==> src/rtl/sobel_edge_detect_8bit.sv <==
// Sobel gradient magnitude and thresholded edge map over a 3x3 window, fixed 4-stage pipeline.
// Define SOBEL_EDGE_COUNT_EN to add a per-frame edge-pixel counter (edge_count / edge_count_valid).
module sobel_edge_detect_8bit #(
  parameter logic [7:0] THRESH_DEFAULT = 8'd64,
  parameter int         CNT_WIDTH      = 20
) (
  input  logic                 clk,
  input  logic                 rst,
  input  logic                 matrix_frame_vsync,
  input  logic                 matrix_frame_href,
  input  logic [7:0]           matrix_p11,
  input  logic [7:0]           matrix_p12,
  input  logic [7:0]           matrix_p13,
  input  logic [7:0]           matrix_p21,
  input  logic [7:0]           matrix_p22,
  input  logic [7:0]           matrix_p23,
  input  logic [7:0]           matrix_p31,
  input  logic [7:0]           matrix_p32,
  input  logic [7:0]           matrix_p33,
  input  logic [7:0]           Sobel_Threshold,
  output logic                 post_frame_vsync,
  output logic                 post_frame_href,
  output logic [7:0]           post_img_grad,
  output logic                 post_img_Bit
`ifdef SOBEL_EDGE_COUNT_EN
  ,
  output logic [CNT_WIDTH-1:0] edge_count,
  output logic                 edge_count_valid
`endif
);

  if (CNT_WIDTH < 1) begin : g_cnt_width_check
    $error("CNT_WIDTH must be at least 1");
  end

  logic [3:0]  vs_q, vs_d;
  logic [3:0]  hs_q, hs_d;
  logic [7:0]  thr_q, thr_d;

  logic [9:0]  gx_pos_q, gx_pos_d;
  logic [9:0]  gx_neg_q, gx_neg_d;
  logic [9:0]  gy_pos_q, gy_pos_d;
  logic [9:0]  gy_neg_q, gy_neg_d;

  logic [9:0]  gx_abs_q, gx_abs_d;
  logic [9:0]  gy_abs_q, gy_abs_d;

  logic [10:0] mag_q, mag_d;

  logic [7:0]  grad_q, grad_d;
  logic        bit_q, bit_d;

  // p22 does not contribute to either Sobel kernel
  logic [7:0] unused_p22;
  assign unused_p22 = matrix_p22;

  always_comb begin
    vs_d  = {vs_q[2:0], matrix_frame_vsync};
    hs_d  = {hs_q[2:0], matrix_frame_href};
    thr_d = thr_q;
    if (matrix_frame_vsync && !vs_q[0]) begin
      thr_d = Sobel_Threshold;
    end

    // S1: positive/negative halves of each kernel, each <= 1020
    gx_pos_d = {2'b00, matrix_p13} + {1'b0, matrix_p23, 1'b0} + {2'b00, matrix_p33};
    gx_neg_d = {2'b00, matrix_p11} + {1'b0, matrix_p21, 1'b0} + {2'b00, matrix_p31};
    gy_pos_d = {2'b00, matrix_p11} + {1'b0, matrix_p12, 1'b0} + {2'b00, matrix_p13};
    gy_neg_d = {2'b00, matrix_p31} + {1'b0, matrix_p32, 1'b0} + {2'b00, matrix_p33};

    // S2: absolute difference without signed arithmetic
    gx_abs_d = (gx_pos_q >= gx_neg_q) ? (gx_pos_q - gx_neg_q) : (gx_neg_q - gx_pos_q);
    gy_abs_d = (gy_pos_q >= gy_neg_q) ? (gy_pos_q - gy_neg_q) : (gy_neg_q - gy_pos_q);

    mag_d = {1'b0, gx_abs_q} + {1'b0, gy_abs_q};

    // S4: gate on the href that lands alongside this data so blanking garbage never escapes
    grad_d = 8'd0;
    bit_d  = 1'b0;
    if (hs_q[2]) begin
      grad_d = (mag_q > 11'd255) ? 8'hFF : mag_q[7:0];
      bit_d  = (mag_q > {3'b000, thr_q});
    end
  end

  always_ff @(posedge clk or posedge rst) begin
    if (rst) begin
      vs_q     <= '0;
      hs_q     <= '0;
      thr_q    <= THRESH_DEFAULT;
      gx_pos_q <= '0;
      gx_neg_q <= '0;
      gy_pos_q <= '0;
      gy_neg_q <= '0;
      gx_abs_q <= '0;
      gy_abs_q <= '0;
      mag_q    <= '0;
      grad_q   <= '0;
      bit_q    <= 1'b0;
    end else begin
      vs_q     <= vs_d;
      hs_q     <= hs_d;
      thr_q    <= thr_d;
      gx_pos_q <= gx_pos_d;
      gx_neg_q <= gx_neg_d;
      gy_pos_q <= gy_pos_d;
      gy_neg_q <= gy_neg_d;
      gx_abs_q <= gx_abs_d;
      gy_abs_q <= gy_abs_d;
      mag_q    <= mag_d;
      grad_q   <= grad_d;
      bit_q    <= bit_d;
    end
  end

  assign post_frame_vsync = vs_q[3];
  assign post_frame_href  = hs_q[3];
  assign post_img_grad    = grad_q;
  assign post_img_Bit     = bit_q;

`ifdef SOBEL_EDGE_COUNT_EN
  logic [CNT_WIDTH-1:0] run_q, run_d;
  logic [CNT_WIDTH-1:0] cnt_q, cnt_d;
  logic                 cv_q, cv_d;
  logic                 vs_out_q, vs_out_d;
  logic [CNT_WIDTH-1:0] run_inc;
  logic                 vs_fall;

  always_comb begin
    vs_out_d = vs_q[3];
    vs_fall  = vs_out_q && !vs_q[3];
    run_inc  = run_q;
    if (hs_q[3] && bit_q && (run_q != {CNT_WIDTH{1'b1}})) begin
      run_inc = run_q + CNT_WIDTH'(1);
    end
    run_d = run_inc;
    cnt_d = cnt_q;
    cv_d  = 1'b0;
    // an edge pixel in the fall-detect cycle still belongs to the finished frame
    if (vs_fall) begin
      cnt_d = run_inc;
      cv_d  = 1'b1;
      run_d = '0;
    end
  end

  always_ff @(posedge clk or posedge rst) begin
    if (rst) begin
      run_q    <= '0;
      cnt_q    <= '0;
      cv_q     <= 1'b0;
      vs_out_q <= 1'b0;
    end else begin
      run_q    <= run_d;
      cnt_q    <= cnt_d;
      cv_q     <= cv_d;
      vs_out_q <= vs_out_d;
    end
  end

  assign edge_count       = cnt_q;
  assign edge_count_valid = cv_q;
`endif

endmodule
==> config.mk <==
export PLATFORM = sky130hd
export DESIGN_NAME = sobel_edge_detect_8bit
export DESIGN_NICKNAME = d
export VERILOG_FILES = /design/src/rtl/sobel_edge_detect_8bit.sv
export SDC_FILE = /design/constraint.sdc
export NUM_CORES = 1
export LEC_CHECK = 0
export ABC_CLOCK_PERIOD_IN_PS = 8500
export BUFFER_PORTS_ARGS = -buffer_cell sky130_fd_sc_hd__buf_4
export CELL_PAD_IN_SITES_DETAIL_PLACEMENT = 1
export CELL_PAD_IN_SITES_GLOBAL_PLACEMENT = 1
export CORE_MARGIN = 5
export CORE_UTILIZATION = 33
export CTS_CLUSTER_SIZE = 40
export DETAILED_ROUTE_END_ITERATION = 6
export PLACE_DENSITY = 0.68
export SYNTH_ARGS = -nofsm -noshare
export SYNTH_HDL_FRONTEND = slang
export SYNTH_SLANG_ARGS = --single-unit
==> constraint.sdc <==
create_clock -name clk -period 8.5 [get_ports clk]
set_input_delay 1.7 -clock clk [delete_from_list [all_inputs] [get_ports clk]]
set_output_delay 1.7 -clock clk [all_outputs]
set_load 0.03 [all_outputs]
==> impl_metrics.json, run 1 <==
{
  "floorplan.die.height_um": 152,
  "syn-num-nets": 838,
  "power_per_cell_area_mw_per_mm2": 334,
  "final_hold_slack_ns": 0.357,
  "core.rowCount": 52,
  "maxSlewHeadroom_pct": 20.4,
  "gr-usage-all-layers_pct": 14.3,
  "vdd_ir_drop_max_v": 0.000122,
  "grt_setup_unrepaired": "no",
  "max_freq_mhz": 265,
  "crit_path_max_fanout": 2,
  "netlist_instances": 625,
  "grt_pass1_wl_mm": 27.0,
  "hold-path-cell-count": 0,
  "detail_route.wl_per_cell_um": 16.3,
  "vias": 4659,
  "design.die.area_mm2": 0.0232,
  "clkLatencyLatePin_ns": 0.35,
  "die_w_um": 152,
  "period_share_pct": 44.4,
  "coreArea_mm2": 0.0201,
  "num_ports": 95,
  "worst-slew-pin-transition_ns": 1.19,
  "yosysSeqAreaShare_pct": 35.9,
  "globalRoute.totalOverflow": 0,
  "min_period_ns": 3.77,
  "worstPathRequired_ns": 8.70,
  "synth.lib_cells_used.distinct": 50,
  "starting_density_of_the_core_pct": 33.3,
  "htree_levels": 3,
  "worst-setup-path-type": "in2reg",
  "fin_util_pct": 39.3,
  "globalRoute.busiestLayer": "met2",
  "synth_edf_count": 0,
  "cts.hold.buffers_added": 0,
  "worst_clock_skew_ns": 0.00614,
  "fin_tns_setup_ns": 0,
  "grtUsageMet3_pct": 4.06,
  "tritoncts_num_sinks": 96,
  "dp.final_hpwl_mm": 13.8,
  "final_hold_viol_count": 0,
  "post_cts_buffers": 0,
  "io_buffer_count": 86,
  "synth_area_per_cell_um2": 10.7,
  "cts_root_buffer": "sky130_fd_sc_hd__clkbuf_16",
  "status": "complete, no violations",
  "inserted_clock_buffers": 9,
  "antenna_violations_before_repair": 0,
  "yosysWarningCount": 0,
  "antennaDiodeCount": 0,
  "cts_max_path_buffers": 2,
  "via_count_of_the_first_global_routing_pass": 5457,
  "critPathLaunchType": "primary input",
  "drt_pre_antenna_iters": 4,
  "pre_cts_slack_ns": 4.35,
  "area_growth_syn_to_layout_pct": 18.2,
  "synth-main-ff-cell": "sky130_fd_sc_hd__dfrtp_1",
  "tritoncts": "built",
  "cp_data_arrival_time_ns": 3.97,
  "worstRegToRegCells": 8,
  "maxCapViolCount": 0,
  "grt_max_degree": 76,
  "use_met1_pct": 16.9,
  "ff2ff_setup_slack_ns": 5.47,
  "routed_wirelength_mm": 16.0,
  "post_synth_arst_share_pct": 100,
  "static-leakage-power_nw": 3.97,
  "synth.ff_latch_count": 96,
  "post_drt_via_cell_ratio": 4.73,
  "report.final.setup_viol": 0,
  "dr.first_iter.drc_count": 121,
  "fin_nets": 924,
  "postLayoutSetupSlackWorst_ns": 4.73,
  "layout-drive-gt1-share_pct": 15.6,
  "cts_resized": 0,
  "antenna_violating_nets_post_route": 0,
  "final_max_slew_viol_count": 0,
  "synth.cell_area_mm2": 0.00669,
  "global_route.usage.met2_pct": 25.3,
  "drcViolationCount": 0,
  "endpoint_kind": "register",
  "hold_class": "reg2reg",
  "place.gp.congestion": 0.875,
  "worst_setup_hold_path_clk_slew_ns": 0.06
}
[logic make-up after synthesis]
logic type	after synthesis	share of synthesized area (%)
AND/OR/NAND/NOR	97	7.23
buffers and inverters	97	5.91
multiplexers	20	3.10
adder cells (fa/ha/maj)	129	28.3
AO/OA/AOI/OAI	139	13.4
XOR/XNOR	47	6.15
flip-flops	96	35.9
[state kept, by name, summed over array words and instances (netlist names), 10 cells and up]
register and count:
mag_q 11, gx_abs_q 10, gx_neg_q 10, gx_pos_q 10, gy_abs_q 10, gy_neg_q 10, gy_pos_q 10
[per-stage QoR]
| step | power, mW | instance area [µm²] | cells |
|---|---|---|---|
| 4_1_cts | 2.68 | 7910 | 986 |
| 3_5_place_dp | 2.25 | 7610 | 970 |
| 6_report | 2.64 | 7910 | 986 |
| 5_1_grt | 2.90 | 7910 | 986 |
| 2_1_floorplan | 1.89 | 6690 | 625 |
| 3_3_place_gp | 2.18 | 7610 | 970 |
[per-layer routing]
metal  routed length [µm]  vias to the layer above
met5                    0                        -
met4                  421                        0
met3                  822                       24
met2                 7930                      105
met1                 6870                     2259
li1                     -                     2271
[worst max-delay path, cell delays in order]
cell,delay (ns)
sky130_fd_sc_hd__buf_4,0.08
sky130_fd_sc_hd__inv_1,0.06
sky130_fd_sc_hd__fa_1,0.54
sky130_fd_sc_hd__inv_1,0.06
sky130_fd_sc_hd__ha_1,0.24
sky130_fd_sc_hd__fa_1,0.42
sky130_fd_sc_hd__a21o_1,0.18
sky130_fd_sc_hd__a21oi_1,0.21
sky130_fd_sc_hd__o21bai_1,0.09
sky130_fd_sc_hd__a21oi_1,0.22
sky130_fd_sc_hd__o21ai_0,0.18
[synthesized netlist by cell type, types with 3 or more instances]
| cell | count | area (µm²) |
|---|---|---|
| sky130_fd_sc_hd__nor3_1 | 8 | 40.0 |
| sky130_fd_sc_hd__o21ai_0 | 32 | 160 |
| sky130_fd_sc_hd__a21oi_1 | 35 | 175 |
| sky130_fd_sc_hd__o21ai_1 | 4 | 20.0 |
| sky130_fd_sc_hd__o21bai_1 | 3 | 22.5 |
| sky130_fd_sc_hd__a31oi_1 | 7 | 43.8 |
| sky130_fd_sc_hd__o21a_1 | 14 | 105 |
| sky130_fd_sc_hd__ha_1 | 92 | 1150 |
| sky130_fd_sc_hd__xnor2_1 | 29 | 254 |
| sky130_fd_sc_hd__nand3_1 | 4 | 20.0 |
| sky130_fd_sc_hd__a21o_2 | 3 | 26.3 |
| sky130_fd_sc_hd__fa_1 | 37 | 741 |
| sky130_fd_sc_hd__clkbuf_1 | 4 | 15.0 |
| sky130_fd_sc_hd__buf_6 | 3 | 33.8 |
| sky130_fd_sc_hd__nand4_1 | 3 | 18.8 |
| sky130_fd_sc_hd__inv_1 | 85 | 319 |
| sky130_fd_sc_hd__nand2_1 | 26 | 97.6 |
| sky130_fd_sc_hd__mux2i_1 | 17 | 170 |
| sky130_fd_sc_hd__nand2b_1 | 8 | 50.1 |
| sky130_fd_sc_hd__buf_2 | 4 | 20.0 |
| sky130_fd_sc_hd__dfrtp_1 | 95 | 2380 |
| sky130_fd_sc_hd__nor2b_1 | 15 | 93.8 |
| sky130_fd_sc_hd__o41ai_1 | 3 | 26.3 |
| sky130_fd_sc_hd__a21o_1 | 23 | 173 |
| sky130_fd_sc_hd__nor2_1 | 22 | 82.6 |
| sky130_fd_sc_hd__xor2_1 | 18 | 158 |
[path summary, 6_finish.rpt]
check	start	endpoint
setup reg to reg	gx_pos_q[2]$_DFF_PP0_	gx_abs_q[2]$_DFF_PP0_
setup / recovery	matrix_p31[1]	gy_neg_q[9]$_DFF_PP0_
min in group asynchronous	rst	hs_q[0]$_DFF_PP0_
max in group asynchronous	rst	gy_abs_q[6]$_DFF_PP0_
hold / removal	hs_q[1]$_DFF_PP0_	hs_q[2]$_DFF_PP0_
hold reg to reg	hs_q[1]$_DFF_PP0_	hs_q[2]$_DFF_PP0_
[report_power, final]
| part | switching, mW | internal, mW |
|---|---|---|
| Clock | 0.176 | 0.238 |
| Sequential | 0.0856 | 0.632 |
| Combinational | 0.832 | 0.679 |
[final cells by class]
cell class	count	area [µm²]
sequential	96	2400
multi-input combinational	432	3890
fill	2232	12200
tap	270	338
timing repair buffer	87	653
clock buffer	12	246
inverter	85	320
clock inverter	4	53.8
[cell usage in the layout, fill, tap and decap left out, types with 9 or more instances in the layout]
cell and instances:
sky130_fd_sc_hd__nand2_1 26, sky130_fd_sc_hd__a21o_1 23, sky130_fd_sc_hd__o21a_1 14, sky130_fd_sc_hd__buf_4 87, sky130_fd_sc_hd__nor2_1 22, sky130_fd_sc_hd__dfrtp_1 95
sky130_fd_sc_hd__nor2b_1 15, sky130_fd_sc_hd__xor2_1 18, sky130_fd_sc_hd__a21oi_1 35, sky130_fd_sc_hd__mux2i_1 17, sky130_fd_sc_hd__inv_1 84, sky130_fd_sc_hd__xnor2_1 29
sky130_fd_sc_hd__fa_1 37, sky130_fd_sc_hd__ha_1 92, sky130_fd_sc_hd__clkbuf_16 9, sky130_fd_sc_hd__o21ai_0 32
No activity file was read; power rests on OpenSTA's default activity.
==> inputs of run 2 (changes only) <==
--- a/config.mk
+++ b/config.mk
@@ -5,7 +5,7 @@
 export SDC_FILE = /design/constraint.sdc
 export NUM_CORES = 1
 export LEC_CHECK = 0
-export ABC_CLOCK_PERIOD_IN_PS = 8500
+export ABC_CLOCK_PERIOD_IN_PS = 3700
 export BUFFER_PORTS_ARGS = -buffer_cell sky130_fd_sc_hd__buf_4
 export CELL_PAD_IN_SITES_DETAIL_PLACEMENT = 1
 export CELL_PAD_IN_SITES_GLOBAL_PLACEMENT = 1
==> constraint.sdc (replaced) <==
create_clock -name clk -period 3.7 [get_ports clk]
set_input_delay 0.74 -clock clk [delete_from_list [all_inputs] [get_ports clk]]
set_output_delay 0.74 -clock clk [all_outputs]
set_load 0.03 [all_outputs]
==> run 2 against run 1 <==
Net effect:
- clock skew shrank 0.0020 ns
- worst hold slack gained 0.0056 ns
- routed wire length is essentially flat
- total power grew 140%
- sequential share of layout area shrank 0.37 points
- register-to-register slack lost 4.7 ns
- sequential cell count is the same
- final cell count grew 0.10%
- critical endpoint is now gy_abs_q[4]$_DFF_PP0_
- largest cell class unchanged
==> impl_metrics.json, run 2 (synthesis results as in run 1) <==
{
  "status": "complete, no violations",
  "postLayoutSetupSlackWorst_ns": 0.782,
  "global_route.usage.met2_pct": 25.2,
  "io_buffer_count": 86,
  "critPathLaunchType": "register",
  "fin_tns_setup_ns": 0,
  "num-fill-cells": 2232,
  "pre_cts_slack_ns": 0.502,
  "critPathLaunch": "gy_pos_q[5]$_DFF_PP0_",
  "grtUsageMet3_pct": 2.98,
  "design.die.area_mm2": 0.0232,
  "comb_power_share_pct": 55.4,
  "cts_max_path_buffers": 2,
  "clkLatencyLatePin_ns": 0.35,
  "globalRoute.totalOverflow": 0,
  "antenna_violating_nets_post_route": 0,
  "power_switching_share_pct": 40.1,
  "die_w_um": 152,
  "tritoncts": "built",
  "coreArea_mm2": 0.0201,
  "cts_root_buffer": "sky130_fd_sc_hd__clkbuf_16",
  "power_per_cell_area_mw_per_mm2": 787,
  "commonest_cells_after_routing_fill_and_taps_aside": "95 x sky130_fd_sc_hd__dfrtp_1, 92 x sky130_fd_sc_hd__ha_1, 87 x sky130_fd_sc_hd__buf_4, 84 x sky130_fd_sc_hd__inv_1, 37 x sky130_fd_sc_hd__fa_1",
  "critical-path-slowest-cell": "sky130_fd_sc_hd__o22ai_1",
  "worstPathRequired_ns": 3.93,
  "tritoncts_num_sinks": 96,
  "post_cts_buffers": 0,
  "worst_setup_hold_path_clk_slew_ns": 0.07,
  "cts.hold.buffers_added": 0,
  "floorplan.die.height_um": 152,
  "detail_route.wl_per_cell_um": 16.3,
  "place_area_mm2": 0.00763,
  "worst-slew-pin-transition_ns": 1.17,
  "antenna_violations_before_repair": 0,
  "grt_max_degree": 57,
  "power.internal_mw": 3.77,
  "static-leakage-power_nw": 4.02,
  "gr-usage-all-layers_pct": 14.2,
  "via_count_of_the_first_global_routing_pass": 5286,
  "dp.final_hpwl_mm": 13.7,
  "dr.first_iter.drc_count": 112,
  "maxCapViolCount": 0,
  "num_ports": 95,
  "critical_path.max_stage_delay_ns": 0.90,
  "crit_path_max_fanout": 9,
  "most_frequent_standard_cell_in_the_layout_excluding_fill_and_tap_cells": "sky130_fd_sc_hd__dfrtp_1",
  "top_register": "mag_q",
  "r2r-start": "gy_pos_q[5]$_DFF_PP0_",
  "period_share_pct": 78.9,
  "largest_reg_flops": 11,
  "fin_nets": 925,
  "post_drt_via_cell_ratio": 4.71,
  "series_of_cell_instances_along_the_critical_path": "inv_1, ha_1, and3_1, nand4_1, nand2_1, o22ai_1, mux2_1, xor2_1",
  "endpoint_kind": "register",
  "starting_density_of_the_core_pct": 33.3,
  "fin_util_pct": 39.8,
  "cts_resized": 0,
  "worst_r2r_endpoint": "gy_abs_q[4]$_DFF_PP0_",
  "min_period_ns": 2.92,
  "hold_class": "reg2reg",
  "core.rowCount": 52,
  "place.gp.congestion": 0.882,
  "stdcell_area_mm2": 0.00801,
  "vdd_ir_drop_max_v": 0.000248,
  "final_hold_slack_ns": 0.362,
  "area_growth_syn_to_layout_pct": 19.6,
  "globalRoute.busiestLayer": "met2",
  "use_met1_pct": 17.4,
  "inserted_clock_buffers": 9,
  "htree_levels": 3,
  "pwr-share-seq_pct": 26.1,
  "grt_setup_unrepaired": "no",
  "antennaDiodeCount": 0,
  "final_hold_viol_count": 0,
  "grt_pass1_wl_mm": 26.7,
  "cp_data_arrival_time_ns": 3.15,
  "ff2ff_setup_slack_ns": 0.78,
  "final_max_slew_viol_count": 0,
  "report.final.setup_viol": 0,
  "worst_clock_skew_ns": 0.00418,
  "part_of_the_power_in_the_clock_network_pct": 18.5,
  "drcViolationCount": 0,
  "vias": 4651,
  "routed_wirelength_mm": 16.1,
  "maxSlewHeadroom_pct": 22.1,
  "max_freq_mhz": 343,
  "switching_power_mw": 2.53,
  "drt_pre_antenna_iters": 4,
  "worstRegToRegCells": 8,
  "worst_setup_path_endpoint": "gy_abs_q[4]$_DFF_PP0_",
  "layout-drive-gt1-share_pct": 16.0,
  "worst-setup-path-type": "reg2reg"
}
[run 2: changes by cell type in the layout (fill, tap and decap cells not counted)]
cell                         before  now
sky130_fd_sc_hd__buf_12           0    1
sky130_fd_sc_hd__clkbuf_1         2    0
sky130_fd_sc_hd__clkinvlp_4       2    0
sky130_fd_sc_hd__inv_6            1    2
sky130_fd_sc_hd__bufinv_16        1    4
[run 2: layout make-up]
cell class | count | area (µm²) | area share, %
well taps | 270 | 338 | 4.22
flip-flops and latches | 96 | 2400 | 30.0
clock inverters | 6 | 138 | 1.72
inverters | 85 | 320 | 4.00
repair buffers | 88 | 673 | 8.41
multi-input cells | 432 | 3890 | 48.6
clock buffers | 10 | 239 | 2.98
[run 2: power groups by stage]
stage	Combinational [mW]	Clock, mW	Sequential (mW)
after floorplan	2.70	0	1.63
final	3.49	1.16	1.65
after global placement	3.37	0	1.66
after global routing	3.93	1.24	1.69
after detailed placement	3.51	0	1.68
after CTS	3.54	1.19	1.66
[run 2: worst min path at each step]
stage                                 start           endpoint  cells after the start
after floorplan           hs_q[0]$_DFF_PP0_  hs_q[1]$_DFF_PP0_                      0
after global placement    hs_q[1]$_DFF_PP0_  hs_q[2]$_DFF_PP0_                      0
after detailed placement  vs_q[2]$_DFF_PP0_  vs_q[3]$_DFF_PP0_                      0
after CTS                 vs_q[2]$_DFF_PP0_  vs_q[3]$_DFF_PP0_                      0
after global routing      vs_q[2]$_DFF_PP0_  vs_q[3]$_DFF_PP0_                      0
final                     vs_q[1]$_DFF_PP0_  vs_q[2]$_DFF_PP0_                      0
[run 2: metal layers]
metal / part of all wire (%) / vias to the layer above / routed length [µm]
li1: - / 2269 / -
met1: 44 / 2268 / 6990
met2: 51 / 99 / 8150
met3: 4.1 / 15 / 660
met4: 1.6 / 0 / 257
met5: 0 / - / 0
[run 2: through the flow]
step                cells  total power, mW
floorplan             625             4.33
global placement      971             5.03
detailed placement    971             5.19
CTS                   987             6.39
global route          987             6.86
finish                987             6.30
[run 2: worst max-delay path, delay by kind of cell (launching register included)]
family	cells	cell delay [ns]
DFF	1	0.35
and+or+nand+nor	3	0.52
xor gates and xnor gates	1	0.15
adders and majority gates	1	0.41
buffers and inverters	1	0.05
AOI/OAI and AO/OA	1	0.90
muxes	1	0.41
